[config.mk]
export PLATFORM = sky130hd
export DESIGN_NAME = spi_flash_responder
export DESIGN_NICKNAME = d
export VERILOG_FILES = /design/src/rtl/spi_flash_pkg.sv /design/src/rtl/spi_in_sync.sv /design/src/rtl/spi_flash_responder.sv
export SDC_FILE = /design/constraint.sdc
export NUM_CORES = 1
export LEC_CHECK = 0
export ABC_CLOCK_PERIOD_IN_PS = 1900
export BUFFER_PORTS_ARGS = -buffer_cell sky130_fd_sc_hd__buf_4
export CAP_MARGIN = 10
export CORE_MARGIN = 2
export CORE_UTILIZATION = 35
export CTS_CLUSTER_SIZE = 24
export DETAILED_ROUTE_END_ITERATION = 8
export SLEW_MARGIN = 20
export SYNTH_ARGS = -nofsm -noshare
export SYNTH_HDL_FRONTEND = slang
export SYNTH_SLANG_ARGS = --single-unit
[constraint.sdc]
create_clock -name clk -period 1.9 [get_ports clk]
set_input_delay 0.285 -clock clk [delete_from_list [all_inputs] [get_ports clk]]
set_output_delay 0.285 -clock clk [all_outputs]
set_load 0.005 [all_outputs]
[src/rtl/spi_flash_pkg.sv]
// Shared opcodes, state/source enums and helpers
// for the SPI flash responder.
package spi_flash_pkg;

  localparam logic [7:0] OP_READ = 8'h03;
  localparam logic [7:0] OP_RDID = 8'h9F;
  localparam logic [7:0] OP_RDSR = 8'h05;

  typedef enum logic [2:0] {
    ST_IDLE,
    ST_CMD,
    ST_ADDR,
    ST_DATA,
    ST_IGNORE
  } state_e;

  typedef enum logic [1:0] {
    SRC_MEM,
    SRC_ID,
    SRC_STATUS
  } src_e;

  function automatic logic [7:0] id_byte(
    input logic [23:0] id,
    input logic [1:0]  idx
  );
    logic [7:0] b;
    case (idx)
      2'd0:    b = id[23:16];
      2'd1:    b = id[15:8];
      default: b = id[7:0];
    endcase
    return b;
  endfunction

endpackage

[src/rtl/spi_in_sync.sv]
// Two-flop synchroniser with rise/fall detection
// on the synchronised level.
module spi_in_sync #(
  parameter logic RST_VAL = 1'b1
) (
  input  logic clk,
  input  logic rst,
  input  logic d_in,
  output logic level,
  output logic rise,
  output logic fall
);

  logic s1_q, s1_d;
  logic s2_q, s2_d;
  logic prev_q, prev_d;

  always_comb begin
    s1_d   = d_in;
    s2_d   = s1_q;
    prev_d = s2_q;
  end

  always_ff @(posedge clk) begin
    if (rst) begin
      s1_q   <= RST_VAL;
      s2_q   <= RST_VAL;
      prev_q <= RST_VAL;
    end else begin
      s1_q   <= s1_d;
      s2_q   <= s2_d;
      prev_q <= prev_d;
    end
  end

  assign level = s2_q;
  assign rise  = s2_q & ~prev_q;
  assign fall  = ~s2_q & prev_q;

endmodule

[src/rtl/spi_flash_responder.sv]
// SPI flash slave answering READ, RDID and RDSR,
// prefetching READ data one byte ahead.
module spi_flash_responder
  import spi_flash_pkg::*;
#(
  parameter logic [23:0] JEDEC_ID    = 24'hEF4015,
  parameter logic [7:0]  STATUS_BYTE = 8'h00
) (
  input  logic        clk,
  input  logic        rst,
  input  logic        flash_clk,
  input  logic        flash_cs,
  input  logic        flash_di,
  output logic        flash_do,
  output logic        mem_en,
  output logic [23:0] mem_addr,
  input  logic [7:0]  mem_byte,
  input  logic        mem_vld
);

  logic sclk_lvl, sclk_rise, sclk_fall;
  logic cs_lvl, cs_rise, cs_fall;
  logic di_lvl, di_rise, di_fall;
  logic unused_sync;

  spi_in_sync #(.RST_VAL(1'b1)) u_sclk (
    .clk   (clk),
    .rst   (rst),
    .d_in  (flash_clk),
    .level (sclk_lvl),
    .rise  (sclk_rise),
    .fall  (sclk_fall)
  );

  spi_in_sync #(.RST_VAL(1'b1)) u_cs (
    .clk   (clk),
    .rst   (rst),
    .d_in  (flash_cs),
    .level (cs_lvl),
    .rise  (cs_rise),
    .fall  (cs_fall)
  );

  spi_in_sync #(.RST_VAL(1'b1)) u_di (
    .clk   (clk),
    .rst   (rst),
    .d_in  (flash_di),
    .level (di_lvl),
    .rise  (di_rise),
    .fall  (di_fall)
  );

  assign unused_sync = &{1'b0, sclk_lvl, cs_rise,
                         di_rise, di_fall};

  state_e      state_q, state_d;
  src_e        src_q, src_d;
  logic [4:0]  bit_cnt_q, bit_cnt_d;
  logic [1:0]  byte_cnt_q, byte_cnt_d;
  logic [22:0] sh_in_q, sh_in_d;
  logic [7:0]  tx_sh_q, tx_sh_d;
  logic        flash_do_q, flash_do_d;
  logic        mem_en_q, mem_en_d;
  logic [23:0] mem_addr_q, mem_addr_d;
  logic [7:0]  hold_q, hold_d;
  logic        hold_vld_q, hold_vld_d;
  logic        pend_q, pend_d;
  logic        armed_q, armed_d;
  logic [1:0]  flush_q, flush_d;

  logic [23:0] rx_bits;
  logic [7:0]  next_byte;

  assign rx_bits = {sh_in_q, di_lvl};

  always_comb begin
    case (src_q)
      SRC_MEM:  next_byte = hold_vld_q ? hold_q : 8'hFF;
      SRC_ID:   next_byte = id_byte(JEDEC_ID, byte_cnt_q);
      default:  next_byte = STATUS_BYTE;
    endcase
  end

  always_comb begin
    state_d    = state_q;
    src_d      = src_q;
    bit_cnt_d  = bit_cnt_q;
    byte_cnt_d = byte_cnt_q;
    sh_in_d    = sh_in_q;
    tx_sh_d    = tx_sh_q;
    flash_do_d = flash_do_q;
    mem_en_d   = 1'b0;
    mem_addr_d = mem_addr_q;
    hold_d     = hold_q;
    hold_vld_d = hold_vld_q;
    pend_d     = pend_q;
    armed_d    = armed_q;
    flush_d    = flush_q;

    // Synchroniser output is only trusted once its reset
    // values have flushed; a cs held low through reset
    // must not look like a fresh select.
    if (flush_q != 2'd2) flush_d = flush_q + 2'd1;
    if (flush_q == 2'd2 && cs_lvl) armed_d = 1'b1;

    if (cs_lvl) begin
      state_d    = ST_IDLE;
      flash_do_d = 1'b1;
      bit_cnt_d  = '0;
      byte_cnt_d = '0;
      hold_vld_d = 1'b0;
      pend_d     = 1'b0;
    end else begin
      if (state_q != ST_DATA) flash_do_d = 1'b1;
      if (pend_q && mem_vld && state_q == ST_DATA) begin
        hold_d     = mem_byte;
        hold_vld_d = 1'b1;
        pend_d     = 1'b0;
      end
      case (state_q)
        ST_IDLE: begin
          if (cs_fall && armed_q) begin
            state_d   = ST_CMD;
            bit_cnt_d = '0;
          end
        end
        ST_CMD: begin
          if (sclk_rise) begin
            sh_in_d = rx_bits[22:0];
            if (bit_cnt_q == 5'd7) begin
              bit_cnt_d  = '0;
              byte_cnt_d = '0;
              case (rx_bits[7:0])
                OP_READ: state_d = ST_ADDR;
                OP_RDID: begin
                  state_d = ST_DATA;
                  src_d   = SRC_ID;
                end
                OP_RDSR: begin
                  state_d = ST_DATA;
                  src_d   = SRC_STATUS;
                end
                default: state_d = ST_IGNORE;
              endcase
            end else begin
              bit_cnt_d = bit_cnt_q + 5'd1;
            end
          end
        end
        ST_ADDR: begin
          if (sclk_rise) begin
            sh_in_d = rx_bits[22:0];
            if (bit_cnt_q == 5'd23) begin
              mem_en_d   = 1'b1;
              mem_addr_d = rx_bits;
              pend_d     = 1'b1;
              hold_vld_d = 1'b0;
              state_d    = ST_DATA;
              src_d      = SRC_MEM;
              bit_cnt_d  = '0;
            end else begin
              bit_cnt_d = bit_cnt_q + 5'd1;
            end
          end
        end
        ST_DATA: begin
          if (sclk_fall) begin
            if (bit_cnt_q == 5'd0) begin
              flash_do_d = next_byte[7];
              tx_sh_d    = {next_byte[6:0], 1'b0};
              bit_cnt_d  = 5'd1;
              if (src_q == SRC_ID)
                byte_cnt_d = (byte_cnt_q == 2'd2) ?
                             2'd0 : byte_cnt_q + 2'd1;
              if (src_q == SRC_MEM) begin
                hold_vld_d = 1'b0;
                if (!pend_q) begin
                  mem_en_d   = 1'b1;
                  mem_addr_d = mem_addr_q + 24'd1;
                  pend_d     = 1'b1;
                end
              end
            end else begin
              flash_do_d = tx_sh_q[7];
              tx_sh_d    = {tx_sh_q[6:0], 1'b0};
              bit_cnt_d  = (bit_cnt_q == 5'd7) ?
                           5'd0 : bit_cnt_q + 5'd1;
            end
          end
        end
        default: flash_do_d = 1'b1;
      endcase
    end
  end

  always_ff @(posedge clk) begin
    if (rst) begin
      state_q    <= ST_IDLE;
      src_q      <= SRC_MEM;
      bit_cnt_q  <= '0;
      byte_cnt_q <= '0;
      sh_in_q    <= '0;
      tx_sh_q    <= '0;
      flash_do_q <= 1'b1;
      mem_en_q   <= 1'b0;
      mem_addr_q <= '0;
      hold_q     <= '0;
      hold_vld_q <= 1'b0;
      pend_q     <= 1'b0;
      armed_q    <= 1'b0;
      flush_q    <= '0;
    end else begin
      state_q    <= state_d;
      src_q      <= src_d;
      bit_cnt_q  <= bit_cnt_d;
      byte_cnt_q <= byte_cnt_d;
      sh_in_q    <= sh_in_d;
      tx_sh_q    <= tx_sh_d;
      flash_do_q <= flash_do_d;
      mem_en_q   <= mem_en_d;
      mem_addr_q <= mem_addr_d;
      hold_q     <= hold_d;
      hold_vld_q <= hold_vld_d;
      pend_q     <= pend_d;
      armed_q    <= armed_d;
      flush_q    <= flush_d;
    end
  end

  assign flash_do = flash_do_q;
  assign mem_en   = mem_en_q;
  assign mem_addr = mem_addr_q;

endmodule

==> results of run 1 <==
[cells in the mapped netlist, types with 8 or more instances]
cell,count
nand2_1,90
inv_1,13
nor3_1,12
mux2i_1,9
nor2_1,42
or2_2,8
a211oi_1,8
clkbuf_1,27
a31oi_1,9
nand3_1,17
dfxtp_1,89
a21oi_1,72
nand2b_1,10
o21ai_0,26
[sequential cells by signal (all words and copies together), names as in the netlist, 2 cells and up]
name and cells:
mem_addr 24, sh_in_q 23, hold_q 8, tx_sh_q 7, bit_cnt_q 5, state_q 3, byte_cnt_q 2, flush_q 2
src_q 2
[area by class of cell]
type	count	area (um^2)	share of cell area, %
repair buffers	112	952	16.0
inverters	13	48.8	0.818
clock inverters	6	68.8	1.15
multi-input cells	420	2660	44.6
clock buffers	10	229	3.84
well taps	172	215	3.61
flip-flops and latches	89	1790	30.0
[worst max-delay path, cell delays in order, from the launching register on]
cell and delay, ns:
dfxtp_2 0.32, inv_2 0.04, ha_1 0.12, or4b_4 0.52, nor4_4 0.17, o21ai_1 0.10, buf_6 0.17, or3_1 0.30
a31oi_1 0.15
[timing repair]
action / in CTS / in global routing
buffers inserted: 2 / 4
gates resized for setup: 21 / 49
hold endpoints to repair: 0 / 0
cloned: 1 / 0
endpoints found under the setup margin: 38 / 43
pin swaps: 4 / 10
[path summary, 6_finish.rpt]
kind                               endpoint          from  depth (start not counted)  slack [ns]
worst max register to register  mem_addr[0]  bit_cnt_q[0]                          8       -0.08
worst max-delay path            mem_addr[0]  bit_cnt_q[0]                          8       -0.08
worst min-delay path              u_cs.s1_q      flash_cs                          2        0.12
worst min register to register   u_cs.level     u_cs.s1_q                          1        0.41
[through the flow]
stage	area [um^2]	power, mW	cells	hold slack (ns)
global placement	5300	2.13	799	0.391
global route	5960	4.02	822	0.107
CTS	5740	3.93	818	0.104
detailed placement	5300	2.13	799	0.392
finish	5960	3.89	822	0.115
floorplan	4430	2.07	563	0.389
[power breakdown]
part | leakage (nW) | internal [mW] | total [mW] | switching (mW)
Combinational | 1.25 | 0.0784 | 0.174 | 0.0957
Clock | 0.143 | 1.02 | 1.80 | 0.777
Sequential | 0.722 | 1.90 | 1.92 | 0.0178
[per-layer routing]
metal / global-route usage (%) / up-vias
met5: 0 / -
met4: 8.25 / 0
met3: 2.70 / 15
met2: 29.0 / 103
met1: 25.4 / 2141
li1: - / 2195
[cell families after synthesis]
| kind of cell | after synthesis | share of synthesized area (%) |
|---|---|---|
| xor+xnor | 1 | 0.198 |
| buf+inv | 54 | 5.21 |
| mux | 10 | 2.29 |
| fa+ha+maj | 4 | 1.13 |
| simple gates | 240 | 27.5 |
| flops | 89 | 40.3 |
| compound gates | 165 | 23.4 |
==> flow_metrics.env, run 1 <==
export IMPL_status="finished with violations"
export IMPL_failing_checks="negative setup slack"
export IMPL_synth_sequential_area_ratio_pct=40.3
export IMPL_finish_utilization_pct=47.8
export IMPL_start_util_pct=35.5
export IMPL_final_period_minus_worst_setup_slack_ns=1.98
export IMPL_die_w_um=116
export IMPL_worstPathArrival_ns=2.26
export IMPL_place_port_buffers=39
export IMPL_power_per_cell_area_nw_per_um2=653
export IMPL_synth_enable_flop_cells=0
export IMPL_hold_viol_final=0
export IMPL_detailedPlace_worstSlack_ns=-0.192
export IMPL_syn_area_um2=4420
export IMPL_design_die_area_um2=13600
export IMPL_critical_path_required_ns=2.18
export IMPL_worstMarginPinSlew_ns=0.456
export IMPL_synth_top_cell_by_area="dfxtp_1"
export IMPL_cts_root_to_sink_buffers=2
export IMPL_drc=0
export IMPL_layout_cells_most_common_list="buf_4, nand2_1, dfxtp_1, a21oi_1, nor2_1"
export IMPL_path_max_fanout=11
export IMPL_layout_cells_sized_above_1_pct=30.0
export IMPL_start_to_end_type_of_the_worst_setup_path="reg2reg"
export IMPL_wirelength_met1_mm=5.80
export IMPL_timing_final_setup_violations=20
export IMPL_netlist_area_leader_share_pct=40.3
export IMPL_tritoncts_num_buffers=9
export IMPL_worst_slew_margin_relative_to_its_limit_pct=69.6
export IMPL_timing_final_max_slew_violations=0
export IMPL_cts_num_sinks=89
export IMPL_diodes=0
export IMPL_grt_setup_unrepaired="yes"
export IMPL_vias=4454
export IMPL_first_global_vias=4075
export IMPL_die_h_um=116
export IMPL_ys_dominant_reg_cell="dfxtp_1"
export IMPL_worst_ir_drop_vdd_uv=700
export IMPL_fin_tns_setup_ns=-0.700
export IMPL_mostFrequentLayoutCell="buf_4"
export IMPL_grt_first_pass_wirelength_mm=19.9
export IMPL_grt_overflow_total=0
export IMPL_worst_setup_hold_path_clk_slew_ns=0.07
export IMPL_insertion_delay_ns=0.35
export IMPL_fmaxAchievable_mhz=506
export IMPL_io_pins=40
export IMPL_finalWeightedCongestion=0.843
export IMPL_drt_wirelength_per_cell_um=15.0
export IMPL_postRouteAntennaNets=0
export IMPL_setup_worst_path_start_class="flop"
export IMPL_post_synth_cell_area_avg_um2=7.86
export IMPL_async_reset_ff_share_pct=0
export IMPL_syn_nets=581
export IMPL_floorplan_core_area_um2=12500
export IMPL_routed_wirelength_mm=12.3
export IMPL_min_delay_path_class="in2reg"
export IMPL_synth_ff_latch_count=89
export IMPL_clock_root_buffer="clkbuf_16"
export IMPL_finish_net_count=663
export IMPL_routed_via_density=5.42
export IMPL_post_synth_num_cell_types=65
export IMPL_max_cap_violations=0
export IMPL_number_of_antenna_violations_at_the_first_check_in_global_routing=0
export IMPL_netlist_top_cells_area="dfxtp_1, a21oi_1, nand2_1"
export IMPL_power_static_leakage_nw=2.12
export IMPL_wl_met3_um=401
export IMPL_cts_max_level=3
export IMPL_grt_total_usage_pct=18.5
export IMPL_drtIter0Drc=348
export IMPL_count_of_synthesis_stage_warnings_from_yosys=0
export IMPL_count_of_hold_buffers_inserted_by_post_cts_repair=0
export IMPL_highest_layer="met4"
export IMPL_setup_worst_path_end_class="flop"
export IMPL_routed_length_on_met2_mm=5.95
export IMPL_grt_max_degree=58
export IMPL_n_fill_cell=1197
export IMPL_post_route_period_util_pct=104
export IMPL_clock_skew_final_ns=0.00734
export IMPL_drt_pass1_iter_count=5
export IMPL_area_growth_from_synthesis_to_layout_pct=34.8
export IMPL_syn_instance_count=563
export IMPL_placementRows=41
export IMPL_tritoncts="built"
export IMPL_dpl_hpwl_mm=8.08
export IMPL_setup_slack_ns=-0.0763
Note: power is estimated with default switching activity, not from simulation.
==> run 2, diff against run 1 <==
Settings changed: CORE_UTILIZATION 35 to 31.
==> flow_metrics.env, run 2 (synthesis results as in run 1) <==
export IMPL_detailedPlace_worstSlack_ns=-0.129
export IMPL_layout_cells_most_common_list="buf_4, nand2_1, dfxtp_1, a21oi_1, nor2_1"
export IMPL_count_of_hold_buffers_inserted_by_post_cts_repair=0
export IMPL_insertion_delay_ns=0.35
export IMPL_power_static_leakage_nw=2.19
export IMPL_worst_ir_drop_vdd_uv=430
export IMPL_setup_slack_ns=-0.0750
export IMPL_grt_max_degree=68
export IMPL_power_per_cell_area_nw_per_um2=634
export IMPL_finish_net_count=665
export IMPL_net_switching_power_uw=948
export IMPL_drc=0
export IMPL_status="finished with violations"
export IMPL_post_route_period_util_pct=104
export IMPL_timing_final_max_slew_violations=0
export IMPL_finalWeightedCongestion=0.863
export IMPL_timing_final_setup_violations=12
export IMPL_io_pins=40
export IMPL_routed_wirelength_mm=12.9
export IMPL_power_frac_comb_pct=4.5
export IMPL_grt_overflow_total=0
export IMPL_seq_power_share_pct=50.0
export IMPL_vias=4523
export IMPL_die_w_um=123
export IMPL_number_of_flip_flops_in_the_largest_register=24
export IMPL_layout_cells_sized_above_1_pct=32.5
export IMPL_drt_pass1_iter_count=5
export IMPL_share_of_power_burned_in_the_clock_network_pct=45.5
export IMPL_clock_root_buffer="clkbuf_16"
export IMPL_worstMarginPinSlew_ns=0.523
export IMPL_cts_root_to_sink_buffers=2
export IMPL_setup_worst_path_end_class="flop"
export IMPL_design_die_area_um2=15200
export IMPL_number_of_antenna_violations_at_the_first_check_in_global_routing=0
export IMPL_start_to_end_type_of_the_worst_setup_path="reg2reg"
export IMPL_grt_total_usage_pct=16.6
export IMPL_fin_tns_setup_ns=-0.417
export IMPL_worst_slew_margin_relative_to_its_limit_pct=65.1
export IMPL_tritoncts="built"
export IMPL_cts_num_sinks=89
export IMPL_p_int_mw=2.89
export IMPL_floorplan_core_area_um2=13900
export IMPL_worstPathArrival_ns=2.24
export IMPL_first_global_vias=4116
export IMPL_fmaxAchievable_mhz=506
export IMPL_path_max_fanout=5
export IMPL_max_cap_violations=0
export IMPL_failing_checks="negative setup slack"
export IMPL_cts_max_level=3
export IMPL_drt_wirelength_per_cell_um=15.5
export IMPL_die_h_um=123
export IMPL_ff2ff_setup_slack_ns=-0.08
export IMPL_hold_viol_final=0
export IMPL_netSwitchingFraction_pct=24.7
export IMPL_diodes=0
export IMPL_placementRows=43
export IMPL_postRouteAntennaNets=0
export IMPL_mostFrequentLayoutCell="buf_4"
export IMPL_clock_skew_final_ns=0.00737
export IMPL_worst_setup_hold_path_clk_slew_ns=0.07
export IMPL_grt_setup_unrepaired="yes"
export IMPL_area_growth_from_synthesis_to_layout_pct=36.7
export IMPL_critical_path_required_ns=2.17
export IMPL_start_util_pct=31.7
export IMPL_tritoncts_num_buffers=9
export IMPL_grt_first_pass_wirelength_mm=20.1
export IMPL_dpl_hpwl_mm=8.34
export IMPL_setup_worst_path_start_class="flop"
export IMPL_finish_utilization_pct=43.4
export IMPL_place_port_buffers=39
export IMPL_worst_hold_slack_ns=0.112
export IMPL_final_period_minus_worst_setup_slack_ns=1.98
export IMPL_min_delay_path_class="in2reg"
export IMPL_routed_via_density=5.44
export IMPL_drtIter0Drc=370
-- run 2: cell types whose count changed in the layout (fill, tap and decap cells not counted), moves of 4 or more --
cell and change:
buf_6 +4, o21ai_0 -4, a21oi_2 +4, nand2_1 -4, a21oi_1 -6
-- run 2: worst max-delay path, stage by stage, from the launching register on --
cell and delay, ns:
dfxtp_2 0.33, inv_2 0.04, ha_1 0.12, or4b_4 0.50
nor4_4 0.22, o21a_4 0.24, clkbuf_16 0.17, nor2_4 0.03
a311oi_2 0.23
-- run 2: through the flow --
step / area [um^2] / total power [mW] / cells
6_report: 6050 / 3.84 / 832
3_3_place_gp: 5280 / 2.12 / 803
3_5_place_dp: 5280 / 2.13 / 803
2_1_floorplan: 4430 / 2.07 / 563
4_1_cts: 5610 / 3.89 / 820
5_1_grt: 6050 / 3.99 / 832
-- run 2: final timing paths --
| kind | startpoint | cells after the start | to |
|---|---|---|---|
| worst max-delay path | bit_cnt_q[0] | 8 | mem_addr[1] |
| worst max register to register | bit_cnt_q[0] | 8 | mem_addr[1] |
| worst min-delay path | flash_cs | 2 | u_cs.s1_q |
| worst min register to register | u_cs.s1_q | 1 | u_cs.level |
-- run 2: power by group through the flow --
stage | registers [mW] | clock network, mW | logic [mW]
floorplan | 1.96 | 0 | 0.118
global placement | 1.96 | 0 | 0.164
detailed placement | 1.96 | 0 | 0.171
CTS | 1.92 | 1.80 | 0.173
global route | 1.92 | 1.87 | 0.201
finish | 1.92 | 1.75 | 0.173
-- run 2: per-layer routing --
layer	up-vias	GRT usage (%)	share of wire (%)
met2	139	26.6	49
met3	19	3.18	5.0
met5	-	0	0
met4	0	6.68	1.7
met1	2154	21.9	45
li1	2211	-	-
-- run 2: cell type report --
type	instances	area, um^2
Fill cell	1358	7890
Multi-Input combinational cell	420	2730
Sequential cell	89	1790
Timing Repair Buffer	114	975
Clock buffer	9	225
Tap cell	180	225
Clock inverter	7	61.3
Inverter	13	48.8
-- run 2: repair_timing --
action	4_1_cts	5_1_grt
setup endpoints to repair	38	53
buffers inserted	1	9
pin swaps	3	21
cloned	0	3
resized for setup	9	82
==> run 3, diff against run 2 <==
Settings changed: SKIP_LAST_GASP from default to 1.
==> flow_metrics.env, run 3 (synthesis results as in run 1) <==
export IMPL_status="finished with violations"
export IMPL_failing_checks="negative setup slack"
export IMPL_number_of_flip_flops_in_the_largest_register=24
export IMPL_min_delay_path_class="in2reg"
export IMPL_postRouteAntennaNets=0
export IMPL_cts_max_level=3
export IMPL_drt_wirelength_per_cell_um=15.3
export IMPL_cp_buffers_inverters=3
export IMPL_n_fill_cell=1380
export IMPL_multiInputGateArea_um2=2600
export IMPL_max_cap_violations=0
export IMPL_slowest_cell_on_the_critical_path="or4b_4"
export IMPL_hold_depth=2
export IMPL_grt_setup_unrepaired="yes"
export IMPL_design_die_area_um2=15200
export IMPL_detailedPlace_worstSlack_ns=-0.129
export IMPL_cts_num_sinks=89
export IMPL_die_h_um=123
export IMPL_post_route_period_util_pct=106
export IMPL_placementRows=43
export IMPL_critical_path_required_ns=2.14
export IMPL_worst_setup_hold_path_clk_slew_ns=0.07
export IMPL_dpl_hpwl_mm=8.34
export IMPL_number_of_antenna_violations_at_the_first_check_in_global_routing=0
export IMPL_startpoint="bit_cnt_q[0]"
export IMPL_drt_pass1_iter_count=7
export IMPL_mostFrequentLayoutCell="buf_4"
export IMPL_setup_worst_path_end_class="flop"
export IMPL_slowest_delay_ns=0.50
export IMPL_diodes=0
export IMPL_io_pins=40
export IMPL_worstMarginPinSlew_ns=0.515
export IMPL_rr_worst_depth=9
export IMPL_timing_final_setup_violations=20
export IMPL_r2r_start="bit_cnt_q[0]"
export IMPL_cp_cell_sequence="inv_2 > ha_1 > or4b_4 > nor4_4 > o21a_2 > buf_12 > clkbuf_16 > a21bo_2 > a21oi_1"
export IMPL_layout_cells_most_common_list="buf_4, nand2_1, dfxtp_1, a21oi_1, nor2_1"
export IMPL_hold_path_startpoint="flash_cs"
export IMPL_clock_skew_final_ns=0.00717
export IMPL_path_max_fanout=6
export IMPL_fmaxAchievable_mhz=498
export IMPL_start_util_pct=31.7
export IMPL_grt_first_pass_wirelength_mm=20.0
export IMPL_fin_total_pwr_mw=3.84
export IMPL_worst_ir_drop_vdd_uv=436
export IMPL_drc=0
export IMPL_tritoncts_num_buffers=9
export IMPL_finalWeightedCongestion=0.863
export IMPL_power_static_leakage_nw=2.14
export IMPL_cts_root_to_sink_buffers=2
export IMPL_insertion_delay_ns=0.36
export IMPL_drtIter0Drc=456
export IMPL_setup_slack_ns=-0.107
export IMPL_rr_endpoint="mem_addr[13]"
export IMPL_first_global_vias=4118
export IMPL_routed_wirelength_mm=12.7
export IMPL_critPathTopFamily="simple AND/OR/NAND/NOR gates"
export IMPL_worstPathArrival_ns=2.24
export IMPL_finish_net_count=663
export IMPL_vias=4510
export IMPL_power_per_cell_area_nw_per_um2=652
export IMPL_grt_total_usage_pct=16.6
export IMPL_layout_cells_sized_above_1_pct=29.1
export IMPL_ff2ff_setup_slack_ns=-0.11
export IMPL_seqCellArea_um2=1790
export IMPL_area_growth_from_synthesis_to_layout_pct=33.3
export IMPL_clock_root_buffer="clkbuf_16"
export IMPL_routed_via_density=5.43
export IMPL_count_of_hold_buffers_inserted_by_post_cts_repair=0
export IMPL_timing_final_max_slew_violations=0
export IMPL_worst_slew_margin_relative_to_its_limit_pct=65.7
export IMPL_grt_max_degree=68
export IMPL_start_to_end_type_of_the_worst_setup_path="reg2reg"
export IMPL_final_period_minus_worst_setup_slack_ns=2.01
export IMPL_grt_overflow_total=0
export IMPL_fin_area_um2=5900
export IMPL_setup_worst_path_start_class="flop"
export IMPL_tritoncts="built"
export IMPL_place_port_buffers=39
export IMPL_worst_hold_path_endpoint="u_cs.s1_q"
export IMPL_floorplan_core_area_um2=13900
export IMPL_die_w_um=123
export IMPL_postPlaceCellArea_um2=5280
export IMPL_hold_viol_final=0
[run 3: cell types whose count changed in the layout (fill, tap and decap cells not counted), sizes merged]
cell | before | now
buf | 112 | 111
clkbuf | 11 | 10
[run 3: metrics by stage]
stage               std cells  hold slack [ns]  TNS (ns)  utilization, %
floorplan                 563            0.389   -0.0367               -
global placement          803            0.391    -0.832            37.9
detailed placement        803            0.397     -1.63            37.9
CTS                       820           0.0948    -0.253            40.3
global route              830            0.102     -2.68            42.3
finish                    830            0.111    -0.918            42.3
[run 3: repair_timing]
action                     CTS  global route
gates resized for setup      8            49
gates cloned                 0             2
setup endpoints to repair   38            53
pin swaps                    1            17
setup buffers                1             8
[run 3: layer usage]
metal  share of wire [%]  GRT usage (%)  vias to the layer above
li1                    -              -                     2197
met1                  46           21.8                     2163
met2                  48           26.6                      132
met3                 4.6           3.18                       18
met4                 1.8           6.68                        0
met5                   0              0                        -
[run 3: area by class of cell]
type / count / area share, %
inverters: 13 / 0.828
flip-flops and latches: 89 / 30.3
well taps: 180 / 3.82
multi-input cells: 420 / 44.1
repair buffers: 112 / 16.0
clock inverters: 7 / 1.04
clock buffers: 9 / 3.82
[run 3: worst max-delay path by stage]
stage,to,cells after the start
6_report,mem_addr[13],9
2_1_floorplan,mem_addr[1],10
3_5_place_dp,tx_sh_q[3],7
5_1_grt,mem_addr[19],5
4_1_cts,mem_addr[9],8
3_3_place_gp,tx_sh_q[3],7
[run 3: where the power goes]
part / internal (mW) / total [mW] / switching, mW
clock network: 0.912 / 1.75 / 0.841
registers: 1.90 / 1.92 / 0.0184
logic: 0.0776 / 0.172 / 0.0939
total: 2.89 / 3.84 / 0.953
